[config.mk]
export PLATFORM = sky130hd
export DESIGN_NAME = mb_loop_sched
export DESIGN_NICKNAME = d
export VERILOG_FILES = /design/src/rtl/mb_loop_sched_pkg.sv /design/src/rtl/mb_done_fifo.sv /design/src/rtl/mb_loop_sched.sv
export SDC_FILE = /design/constraint.sdc
export NUM_CORES = 1
export LEC_CHECK = 0
export ABC_AREA = 1
export BUFFER_PORTS_ARGS = -buffer_cell sky130_fd_sc_hd__buf_2
export CAP_MARGIN = 20
export CORE_ASPECT_RATIO = 1.5
export CORE_MARGIN = 8
export CORE_UTILIZATION = 50
export DETAILED_ROUTE_END_ITERATION = 10
export MAX_ROUTING_LAYER = met4
export PLACE_DENSITY = 0.7
export SKIP_CTS_REPAIR_TIMING = 1
export SLEW_MARGIN = 5
export SYNTH_ARGS = -nofsm -noshare
export SYNTH_HDL_FRONTEND = slang
export SYNTH_HIERARCHICAL = 1
export SYNTH_SLANG_ARGS = --single-unit
[constraint.sdc]
create_clock -name clk -period 6.8 [get_ports clk]
set_clock_uncertainty 0.05 [all_clocks]
set_input_delay 1.02 -clock clk [delete_from_list [all_inputs] [get_ports clk]]
set_output_delay 1.02 -clock clk [all_outputs]
set_load 0.02 [all_outputs]
[src/rtl/mb_loop_sched_pkg.sv]
// Fixed-point number and ray message types shared by the Mandelbulb loop scheduler.
package fixedpoint;

    localparam int FP_W        = 16;
    localparam int ITER_W      = 8;
    localparam int MB_MAX_ITER = 8;

    typedef logic signed [FP_W-1:0] fixed_t;

    typedef struct packed {
        logic [15:0]       ray_id;
        fixed_t            x;
        fixed_t            y;
        fixed_t            z;
        logic [ITER_W-1:0] mb_iter;
        logic              threshold;
    } message;

    // A fresh ray starts at iteration zero with its escape flag clear.
    function automatic message issue_new(input message m);
        message r;
        r           = m;
        r.mb_iter   = '0;
        r.threshold = 1'b0;
        return r;
    endfunction

endpackage

[src/rtl/mb_done_fifo.sv]
// First-word-fall-through FIFO of completed rays with an occupancy count.
// Pointers wrap modulo DEPTH, so DEPTH need not be a power of two.
module mb_done_fifo #(
    parameter int  DEPTH = 16,
    parameter int  CNT_W = 6,
    parameter type T     = fixedpoint::message
) (
    input  logic             clk,
    input  logic             rst,
    input  logic             push,
    input  T                 push_msg,
    input  logic             pop,
    output T                 head_msg,
    output logic             empty,
    output logic [CNT_W-1:0] count
);

    localparam int PTR_W = (DEPTH > 1) ? $clog2(DEPTH) : 1;
    localparam logic [PTR_W-1:0] LAST = PTR_W'(DEPTH - 1);

    T                 mem [DEPTH];
    logic [PTR_W-1:0] wr_ptr;
    logic [PTR_W-1:0] rd_ptr;

    assign empty    = (count == '0);
    assign head_msg = mem[rd_ptr];

    always_ff @(posedge clk) begin
        if (push)
            mem[wr_ptr] <= push_msg;
    end

    always_ff @(posedge clk or posedge rst) begin
        if (rst) begin
            wr_ptr <= '0;
            rd_ptr <= '0;
            count  <= '0;
        end else begin
            if (push)
                wr_ptr <= (wr_ptr == LAST) ? '0 : wr_ptr + PTR_W'(1);
            if (pop)
                rd_ptr <= (rd_ptr == LAST) ? '0 : rd_ptr + PTR_W'(1);
            if (push && !pop)
                count <= count + CNT_W'(1);
            else if (pop && !push)
                count <= count - CNT_W'(1);
        end
    end

endmodule

[src/rtl/mb_loop_sched.sv]
// Issues new and recirculating rays into the iteration pipeline and collects finished rays.
// Credits cap rays in flight plus queued results at DONE_DEPTH, so the done FIFO never overflows.
module mb_loop_sched
    import fixedpoint::*;
#(
    parameter int MAX_ITER   = MB_MAX_ITER,
    parameter int DONE_DEPTH = 16,
    parameter int CNT_W      = 6
) (
    input  logic   clk,
    input  logic   rst,
    input  logic   in_valid,
    input  message in_msg,
    output logic   in_ready,
    output logic   pipe_valid,
    output message pipe_msg,
    input  logic   ret_valid,
    input  message ret_msg,
    output logic   done_valid,
    output message done_msg,
    input  logic   done_ready,
    output logic   idle
);

    localparam logic [ITER_W-1:0] LAST_ITER = ITER_W'(MAX_ITER - 1);
    localparam logic [CNT_W:0]    CREDITS   = (CNT_W+1)'(DONE_DEPTH);

    logic [CNT_W-1:0] inflight;
    logic [CNT_W-1:0] inflight_nxt;
    logic [CNT_W-1:0] fifo_count;
    logic [CNT_W-1:0] count_nxt;
    logic             fin_cond;
    logic             ret_ok;
    logic             fin;
    logic             recirc;
    logic             accept;
    logic             pop;
    logic             fifo_empty;

    assign fin_cond = ret_msg.threshold || (ret_msg.mb_iter >= LAST_ITER);
    // A return with nothing in flight is a stale or bogus message; drop it.
    assign ret_ok   = ret_valid && (inflight != '0);
    assign fin      = ret_ok && fin_cond;
    assign recirc   = ret_ok && !fin_cond;

    assign in_ready = !rst && !(ret_valid && !fin_cond)
                      && (({1'b0, inflight} + {1'b0, fifo_count}) < CREDITS);
    assign accept   = in_valid && in_ready;

    assign done_valid = !fifo_empty;
    assign pop        = done_valid && done_ready;

    always_comb begin
        inflight_nxt = inflight;
        if (accept && !fin)
            inflight_nxt = inflight + CNT_W'(1);
        else if (fin && !accept)
            inflight_nxt = inflight - CNT_W'(1);
        count_nxt = fifo_count;
        if (fin && !pop)
            count_nxt = fifo_count + CNT_W'(1);
        else if (pop && !fin)
            count_nxt = fifo_count - CNT_W'(1);
    end

    always_ff @(posedge clk or posedge rst) begin
        if (rst) begin
            pipe_valid <= 1'b0;
            pipe_msg   <= '0;
            inflight   <= '0;
            idle       <= 1'b0;
        end else begin
            pipe_valid <= recirc || accept;
            if (recirc) begin
                pipe_msg         <= ret_msg;
                pipe_msg.mb_iter <= ret_msg.mb_iter + ITER_W'(1);
            end else if (accept) begin
                pipe_msg <= issue_new(in_msg);
            end
            inflight <= inflight_nxt;
            idle     <= (inflight_nxt == '0) && (count_nxt == '0);
        end
    end

    mb_done_fifo #(
        .DEPTH (DONE_DEPTH),
        .CNT_W (CNT_W),
        .T     (message)
    ) u_done_fifo (
        .clk      (clk),
        .rst      (rst),
        .push     (fin),
        .push_msg (ret_msg),
        .pop      (pop),
        .head_msg (done_msg),
        .empty    (fifo_empty),
        .count    (fifo_count)
    );

endmodule
-- Yosys cells after proc, flatten, opt, wreduce, memory -nomap -nowiden
Memories as Yosys holds them, arrays and structs flattened.
Index checks and enable logic that the tools add are counted.
- add/sub/neg operators: 8
- magnitude comparators: 2
- eq/ne operators: 2
- mux-type cells: 10
- reduce and logical (&&, ||, !) cells: 27
- operators with widths (cell ; number):
    73-bit 2-to-1 mux ; 2
    6-bit 2-to-1 mux ; 4
    6-bit zero test ; 3
    1-bit logical AND ; 13
    6-bit by 1-bit adder with 6-bit output, second input constant ; 2
    6-bit by 1-bit subtractor with 6-bit output, second input constant ; 2
    4-bit by 1-bit adder with 4-bit output, second input constant ; 2
    8-bit by 1-bit adder with 8-bit output, second input constant ; 1
    4-bit equality test, second input constant ; 2
    8-bit by 3-bit greater-or-equal comparator with 1-bit output, second input constant ; 1
    4-bit 2-to-1 mux ; 2
    6-bit by 6-bit adder with 7-bit output ; 1
    1-bit zero test ; 7
    7-bit by 5-bit < comparator with 1-bit output, second input constant ; 1
    6-bit nonzero test ; 1
    1-bit logical OR ; 2
    1-bit 2-to-1 mux ; 2
    2-bit nonzero test ; 1
- flip-flop bits (word level): 95
- bits in writable memories: 1168
- bits of input ports: 151
- output and inout port bits: 150
- memories kept: 1
- memory list (memory ; words ; bits a word ; read ports ; clocked after memory_dff ; wr ports ; line ; source):
    u_done_fifo.mem ; 16 ; 73 ; 1 ; 0 ; 1 ; mb_done_fifo.sv:21 ; T mem [DEPTH];

-- Depth between registers and ports, before layout
Gate-level depths: netlist (run 1).
- depth after elaboration: 14
- mapped depth: 15
- depth with buffers taken out: 15

-- Cells and area by module
Netlist (run 1), hierarchy kept.
- modules (own cells, without submodules) (module ; instances ; cells each ; area an instance (µm²) ; sequential area each (µm²)):
    mb_done_fifo ; 1 ; 4389 ; 49178.4 ; 35424.0
    mb_loop_sched ; 1 ; 638 ; 4835.9 ; 2026.9

-- Worst setup path after synthesis (run 1)
Ideal clock, no wire load.
- path type: input -> register
- start: input port ret_msg[1] in the netlist's numbering
- end: memory u_done_fifo/mem[15][0] in the netlist's numbering, enable pin
- setup time: 0.506 ns
- arrival time: 5.078 ns
- required time: 6.244 ns
- setup slack: 1.166 ns
- cell stages on the path: 8
- path buffers: 1
- path through: ha_1 > nand2_1 > nand2_2 > nor2_4 > nor2_4 > clkbuf_1 > nand2_1 > nor2_1
- longest elaborated chain between the ends: 5
- RTL lines (what ; line ; source):
    from (decl) ; mb_loop_sched.sv:18 ; input message ret_msg,
    8-bit by 3-bit greater-or-equal comparator with 1-bit output ; mb_loop_sched.sv:40 ; assign fin_cond = ret_msg.threshold || (ret_msg.mb_iter >= LAST_ITER);
    1-bit logical OR ; mb_loop_sched.sv:40 ;
    1-bit logical AND ; mb_loop_sched.sv:43 ; assign fin = ret_ok && fin_cond;
    named net fin ; mb_loop_sched.sv:34 ; logic fin;
    1-bit 2-to-1 mux ; mb_done_fifo.sv:29 ; if (push)
    1-bit 2-to-1 mux (implied by the code) ; mb_done_fifo.sv:30 ; mem[wr_ptr] <= push_msg;
    to (decl) ; mb_done_fifo.sv:21 ;
The timed path passes the listed nets, and every way through them passes these cells.

==> results of run 1 <==
## path summary, 6_finish.rpt
path | startpoint | to | cells past startpoint
worst max register to register | u_done_fifo/count[1]$_DFFE_PP0P_ | pipe_msg[35]$_DFFE_PP0P_ | 11
worst min-delay path | rst | pipe_msg[61]$_DFFE_PP0P_ | 2
worst max-delay path | u_done_fifo/rd_ptr[0]$_DFFE_PP0P_ | done_msg[36] | 9
worst min register to register | pipe_msg[5]$_DFFE_PP0P_ | pipe_msg[5]$_DFFE_PP0P_ | 2
max in group asynchronous | rst | pipe_msg[36]$_DFFE_PP0P_ | 3
min in group clk | pipe_msg[5]$_DFFE_PP0P_ | pipe_msg[5]$_DFFE_PP0P_ | 2
## where the power goes
part	internal, mW	switching (mW)	leakage, nW
logic	2.42	6.32	11.5
clock network	3.57	2.81	1.82
registers	9.43	0.481	11.7
total	15.4	9.61	25.1
## through the flow
stage	hold slack, ns	cell area (um2)
after floorplan	0.449	54000
after CTS	0.275	60200
final	0.308	60300
after global routing	0.327	60300
after detailed placement	0.432	56500
after global placement	0.430	56500
## per-layer routing
layer,vias up,global-route usage (%),share of wire [%]
li1,17100,-,-
met1,17800,29.2,40
met2,1476,40.5,50
met3,242,3.46,7.3
met4,0,8.55,3.2
met5,-,-,0
## area by class of cell
cell class	instances	area, um2
clock inverter	64	607
fill	8673	46800
inverter	499	1910
antenna	12	30.0
tap	1415	1770
multi-input combinational	2980	13300
clock buffer	149	3120
sequential	1263	37500
timing repair buffer	349	2060
## Yosys cell counts, types with 4 or more instances
| cell type | number | share of area, % |
|---|---|---|
| inv_1 | 494 | 3.4 |
| nand2_1 | 1814 | 13 |
| nand2_2 | 15 | 0.17 |
| buf_4 | 11 | 0.15 |
| inv_2 | 4 | 0.028 |
| edfxtp_1 | 1168 | 65 |
| clkbuf_1 | 50 | 0.35 |
| dfrtp_1 | 95 | 4.4 |
| xor2_1 | 12 | 0.19 |
| nor2_1 | 172 | 1.2 |
| buf_1 | 32 | 0.22 |
| buf_8 | 6 | 0.17 |
| nand4_1 | 5 | 0.058 |
| ha_1 | 21 | 0.49 |
| o21ai_0 | 73 | 0.68 |
| buf_2 | 168 | 1.6 |
| nand3_1 | 689 | 6.4 |
| buf_6 | 15 | 0.31 |
| a21oi_1 | 7 | 0.065 |
| nor2_4 | 4 | 0.083 |
| o211ai_1 | 149 | 2.1 |
## cells by family after synthesis
family	after synthesis
fa+ha+maj	22
flops	1263
compound gates	235
xor+xnor	14
buf+inv	784
simple gates	2709
## cell usage in the layout (no fill, tap or decap), drive strengths merged
master	instances
a21boi	2
a21oi	8
a31oi	1
and2	1
buf	349
bufinv	9
clkbuf	149
clkinv	46
clkinvlp	7
dfrtp	95
diode	12
edfxtp	1168
fa	1
ha	21
inv	501
nand2	1829
nand3	692
nand4	6
nor2	177
nor3	3
o211ai	149
o21ai	74
o21bai	1
or2	1
xnor2	2
xor2	12
## registers in the layout (all words and copies together), names as in the netlist
register,count
idle,1
inflight,6
pipe_msg,73
pipe_valid,1
u_done_fifo/count,6
u_done_fifo/mem,1168
u_done_fifo/rd_ptr,4
u_done_fifo/wr_ptr,4
## critical path: stages, from the launching register on
cell and delay [ns]:
dfrtp_4 0.67, buf_4 0.82, buf_12 0.80, nor2_1 0.11
nor2_1 0.11, o21ai_0 0.09, nand3_1 0.10, nand3_1 0.12
nand2_1 0.19, buf_2 0.19
==> impl_results.md, run 1 <==
- Net Count, Synth: 5200
- Sequential fraction of the synthesis area: 69.3%
- Peak Freq: 0.193 GHz
- Top FF cell, synth: edfxtp_1
- GPL Wtd Cong: 0.774
- NumNets Final: 5379
- Critical path peak fanout: 230
- Placed insts: 6505
- Starting DRT DRC Count: 3772
- Post-synth EDFFs: 1168
- Layout cell share with drive strength beyond 1: 10.9%
- Final setup TNS: 0 ns
- XOR/XNOR Fraction of Synth Area: 0.227%
- Leak: 25.1 nW
- WP data required: 5.73 ns
- Worst Max-Slew Pin Slew: 1.28 ns
- Slew headroom: 14.6%
- R2R Setup Slk: 3.20 ns
- Vias in the first global route: 35.4k
- Synth Area in Compound Gates: 2.90%
- Final hold vios: 0
- Status: finished, final reports clean
- Residual DRC: 0
- I/O pin cnt: 301
- # clock sinks: 1263
- Layout area overhead: 11.6%
- Avg Cell Area, Syn: 10.7 um2
- Pre-CTS setup slack: 2.30 ns
- #FFs+latches synth: 1263
- Final Non-Filler Cells: 6731
- Peak VDD IR: 0.478 mV
- Die height: 419 um
- Largest family of logic cells by synthesized area: simple AND/OR/NAND/NOR gates
- Total global-route track usage: 23.9%
- Max_cap viols: 0
- Clock Tree Buf Depth: 3
- Setup CP Type: reg2out
- HP Class: in2async
- Mux contribution to synthesized area: 0%
- Die footprint: 119000 um2
- Floorplan row count: 147
- Synth warn: 6
- Worst setup SP type: flip-flop
- CTS clock-pin slew for the worst setup and hold paths: 0.07 ns
- Number of clock buffers inserted by TritonCTS: 113
- Setup crit end kind: primary output
- CTS tree: done
- Setup ws final: 1.61 ns
- DRT Wirelength: 141 mm
- Clock latency on the worst-skew pair: 0.73 ns
- Simple-gate portion of the synthesized area: 20.7%
- Initial Utilization: 50.5%
- Final Setup Violations: 0
- Port bufs: 291
- Core box area: 107000 um2
- WL/cell: 21.0 um
- Half-perimeter wire length after placement: 73.8 mm
- Max Slew Vio Count: 0
- Synth cell types: 39
- Remaining global-route overflow: 0
- Vias: 36.6k
- Final core utilization: 56.3%
- DR pass1 iterations: 6
- Post-Syn Area: 54000 um2
- Tcrit/Tclk final: 76.3%
- First-pass GRT wire length: 212 mm
- Root Buffer Master: clkbuf_16
- Post-route minimum period: 5.19 ns
- RSZ-0062 raised after global routing: no
- Drt via density: 5.44
- Post-route ant nets: 0
- Cell count after synthesis: 5027
- Power after layout: 25.0 mW
- Largest net degree at the start of global routing: 279
- Share of flip-flops with an asynchronous set or reset: 7.52%
- H-tree levels: 3
- Die W: 284 um
- Power density over the cells: 416 nW/um2
- CP arrival: 4.12 ns
- Adder-cell share of the synthesized area: 0.524%
- Antenna violations before repair: 15
Power figures use the tool's default switching activity.
==> run 2, diff against run 1 <==
--- a/config.mk
+++ b/config.mk
@@ -5,7 +5,7 @@
 export SDC_FILE = /design/constraint.sdc
 export NUM_CORES = 1
 export LEC_CHECK = 0
-export ABC_AREA = 1
+export ABC_AREA = 0
 export BUFFER_PORTS_ARGS = -buffer_cell sky130_fd_sc_hd__buf_2
 export CAP_MARGIN = 20
 export CORE_ASPECT_RATIO = 1.5
@@ -13,7 +13,7 @@
 export CORE_UTILIZATION = 50
 export DETAILED_ROUTE_END_ITERATION = 10
 export MAX_ROUTING_LAYER = met4
-export PLACE_DENSITY = 0.7
+export PLACE_DENSITY = 0.73
 export SKIP_CTS_REPAIR_TIMING = 1
 export SLEW_MARGIN = 5
 export SYNTH_ARGS = -nofsm -noshare
==> constraint.sdc (replaced) <==
create_clock -name clk -period 4.2 [get_ports clk]
set_clock_uncertainty 0.05 [all_clocks]
set_input_delay 0.63 -clock clk [delete_from_list [all_inputs] [get_ports clk]]
set_output_delay 0.63 -clock clk [all_outputs]
set_load 0.02 [all_outputs]
==> run 2 against run 1 <==
Against the previous run:
- the run now ends with negative hold slack left
- clock-buffer cell count is 5 higher
- sequential share of layout area is 4.4 points higher
- wire length is 18% lower
- largest cell class unchanged
==> impl_results.md, run 2 <==
- GR peak layer: met2
- GRT met2 Usage: 38.4% (-2.0 points)
- Post-Syn Area: 48800 um2 (-9.6%)
- Status: complete, but fails checks
- R2R Setup Slk: 0.68 ns (-2.52 ns)
- Peak Freq: 0.247 GHz
- Hold_ws: -0.00316 ns (-0.311 ns)
- Post-synth top area cell: edfxtp_1
- Half-perimeter wire length after placement: 65.9 mm (-11%)
- Critical path peak fanout: 53 (-77%)
- Share of flip-flops with an asynchronous set or reset: 7.52% (unchanged)
- Register area: 37500 um2 (unchanged)
- Die height: 399 um (-4.7%)
- Synth cell types: 45 (+15%)
- RR Startpoint: u_done_fifo/count[3]$_DFFE_PP0P_
- Max reg flops: 1168 (unchanged)
- Slew headroom: 34.8% (+20 points)
- # clock sinks: 1263 (unchanged)
- Setup ws final: 0.159 ns (-1.45 ns)
- Largest net degree at the start of global routing: 60 (-78%)
- Clock Tree Buf Depth: 3 (unchanged)
- Vias in the first global route: 25.4k (-28%)
- Residual DRC: 0 (unchanged)
- Most numerous cell in the Yosys netlist: edfxtp_1
- CTS tree: done
- Drt via density: 6.04 (+11%)
- Final Non-Filler Cells: 3956 (-41%)
- Multi-input logic area: 10800 um2 (-19%)
- Max Slew Vio Count: 0 (unchanged)
- I/O pin cnt: 301 (unchanged)
- DR pass1 iterations: 7 (+1)
- Failing checks: negative hold slack
- Setup CP Type: reg2out
- #FFs+latches synth: 1263 (unchanged)
- Crit Reg-Reg Endpoint: u_done_fifo/count[5]$_DFFE_PP0P_
- Max_cap viols: 0 (unchanged)
- Design area: 56200 um2 (-6.7%)
- Total global-route track usage: 21.9% (-2.0 points)
- Clock latency on the worst-skew pair: 0.68 ns (-0.05 ns)
- Biggest register: u_done_fifo/mem
- Commonest non-fill, non-tap cell in the layout: edfxtp_1
- Worst Max-Slew Pin Slew: 0.978 ns (-0.303 ns)
- WL/cell: 29.2 um (+39%)
- Pre-CTS setup slack: 0.192 ns (-2.11 ns)
- Initial Utilization: 50.3% (-0.14 points)
- Tcrit/Tclk final: 96.2%
- Synth warn: 6 (unchanged)
- Fill cell count: 6876 (-21%)
- Commonest cells post-synth: edfxtp_1, mux4_2, nand2_1
- Area post-placement: 52500 um2 (-7.0%)
- GR Util met1: 26.6% (-2.7 points)
- Setup crit end kind: primary output
- RSZ-0062 raised after global routing: no
- Peak VDD IR: 0.412 mV (-14%)
- Power after layout: 37.0 mW (+48%)
- Top FF cell, synth: edfxtp_1
- Layout area overhead: 15.2%
- Worst setup SP type: flip-flop
- CTS clock-pin slew for the worst setup and hold paths: 0.06 ns (about the same)
- Final setup TNS: 0 ns (unchanged)
- Placed insts: 3742 (-42%)
- Most frequent cells in the layout: edfxtp_1, mux4_2, buf_2
- Post-route minimum period: 4.04 ns
- Core box area: 97000 um2 (-9.3%)
- Met3 Usage GRT: 3.22% (-0.24 points)
- GPL Wtd Cong: 0.783 (+1.1%)
- Port bufs: 291 (unchanged)
- WP data required: 3.52 ns (-2.21 ns)
- First-pass GRT wire length: 169 mm (-20%)
- Layout cell share with drive strength beyond 1: 35.3% (+24 points)
- HP Class: in2async
- DRT Wirelength: 116 mm (-18%)
- Post-synth EDFFs: 1168 (unchanged)
- NumNets Final: 2748 (-49%)
- H-tree levels: 3 (unchanged)
- Avg Cell Area, Syn: 22.1 um2 (+110%)
- Post-route ant nets: 0 (unchanged)
- Power density over the cells: 658 nW/um2 (+58%)
- Floorplan row count: 140 (-4.8%)
- Starting DRT DRC Count: 2420 (-36%)
- Die W: 271 um (-4.6%)
- Post-synth top area share: 71.8% (+6.9 points)
- Cell depth of the worst flop-to-flop path: 13 (+2)
- Sequential fraction of the synthesis area: 76.7% (+7.4 points)
- Root Buffer Master: clkbuf_16
- Cell count after synthesis: 2206 (-56%)
- Net Count, Synth: 2379 (-54%)
- Number of clock buffers inserted by TritonCTS: 109 (-3.5%)
- Leak: 18.7 nW (-25%)
- Final Setup Violations: 0 (unchanged)
- Vias: 23.9k (-35%)
- Final hold vios: 2 (+2)
- Antenna violations before repair: 7 (-8)
- Area contributors post-synth: edfxtp_1, mux4_2, dfrtp_1, nand2_1, a31oi_1
- Top Registers: u_done_fifo/mem (1168), pipe_msg (73)
- Remaining global-route overflow: 0 (unchanged)
- Die footprint: 108000 um2 (-9.1%)
- CP arrival: 3.36 ns (-0.76 ns)
run 2: layout make-up:
type | instances | share of cell area, %
diodes | 7 | 0.0311
clock buffers | 154 | 5.51
clock inverters | 53 | 1.06
inverters | 18 | 0.125
multi-input cells | 807 | 19.2
flip-flops and latches | 1263 | 66.6
well taps | 1278 | 2.84
repair buffers | 376 | 4.61
run 2: layer usage:
metal  wire length [um]  vias up
met2              62700      976
met4               2460        0
met1              44000    12900
li1                   -     9926
met3               6410      159
met5                  0        -
run 2: cell families after synthesis:
logic type               count (synthesis)  share of synthesized area (%)
AND/OR/NAND/NOR                        292                           2.59
adder cells (fa/ha/maj)                 23                          0.600
multiplexers                           372                           17.0
AO/OA/AOI/OAI                          103                           1.32
buffers and inverters                  136                           1.50
flip-flops                            1263                           76.7
XOR/XNOR                                17                          0.305
run 2: worst max-delay path by stage:
stage	start	end	slack, ns	depth (start not counted)
after floorplan	ret_msg[1]	u_done_fifo/mem[11][0]$_DFFE_PP_	-1.19	7
after global placement	ret_msg[1]	idle$_DFF_PP0_	0.36	9
after detailed placement	ret_msg[1]	pipe_msg[28]$_DFFE_PP0P_	0.19	9
after CTS	u_done_fifo/rd_ptr[0]$_DFFE_PP0P_	done_msg[45]	0.11	4
after global routing	u_done_fifo/rd_ptr[0]$_DFFE_PP0P_	done_msg[45]	0.11	4
final	u_done_fifo/rd_ptr[1]$_DFFE_PP0P_	done_msg[45]	0.16	4
run 2: critical path, cell delays in order (launching register included):
cell and delay [ns]:
dfrtp_4 1.04, buf_12 0.39, mux4_2 0.39, mux4_2 0.53
buf_2 0.19
run 2: through the flow:
stage	hold WS (ns)	utilization, %
after floorplan	0.421	-
after global placement	0.436	54.1
after detailed placement	0.444	54.1
after CTS	-0.0321	57.9
after global routing	0.0115	58.0
final	-0.00316	58.0
run 2: where the power goes:
group	internal, mW	switching, mW	total [mW]
Sequential	15.2	0.882	16.1
Combinational	4.68	6.03	10.7
Clock	5.75	4.47	10.2
Total	25.6	11.4	37.0
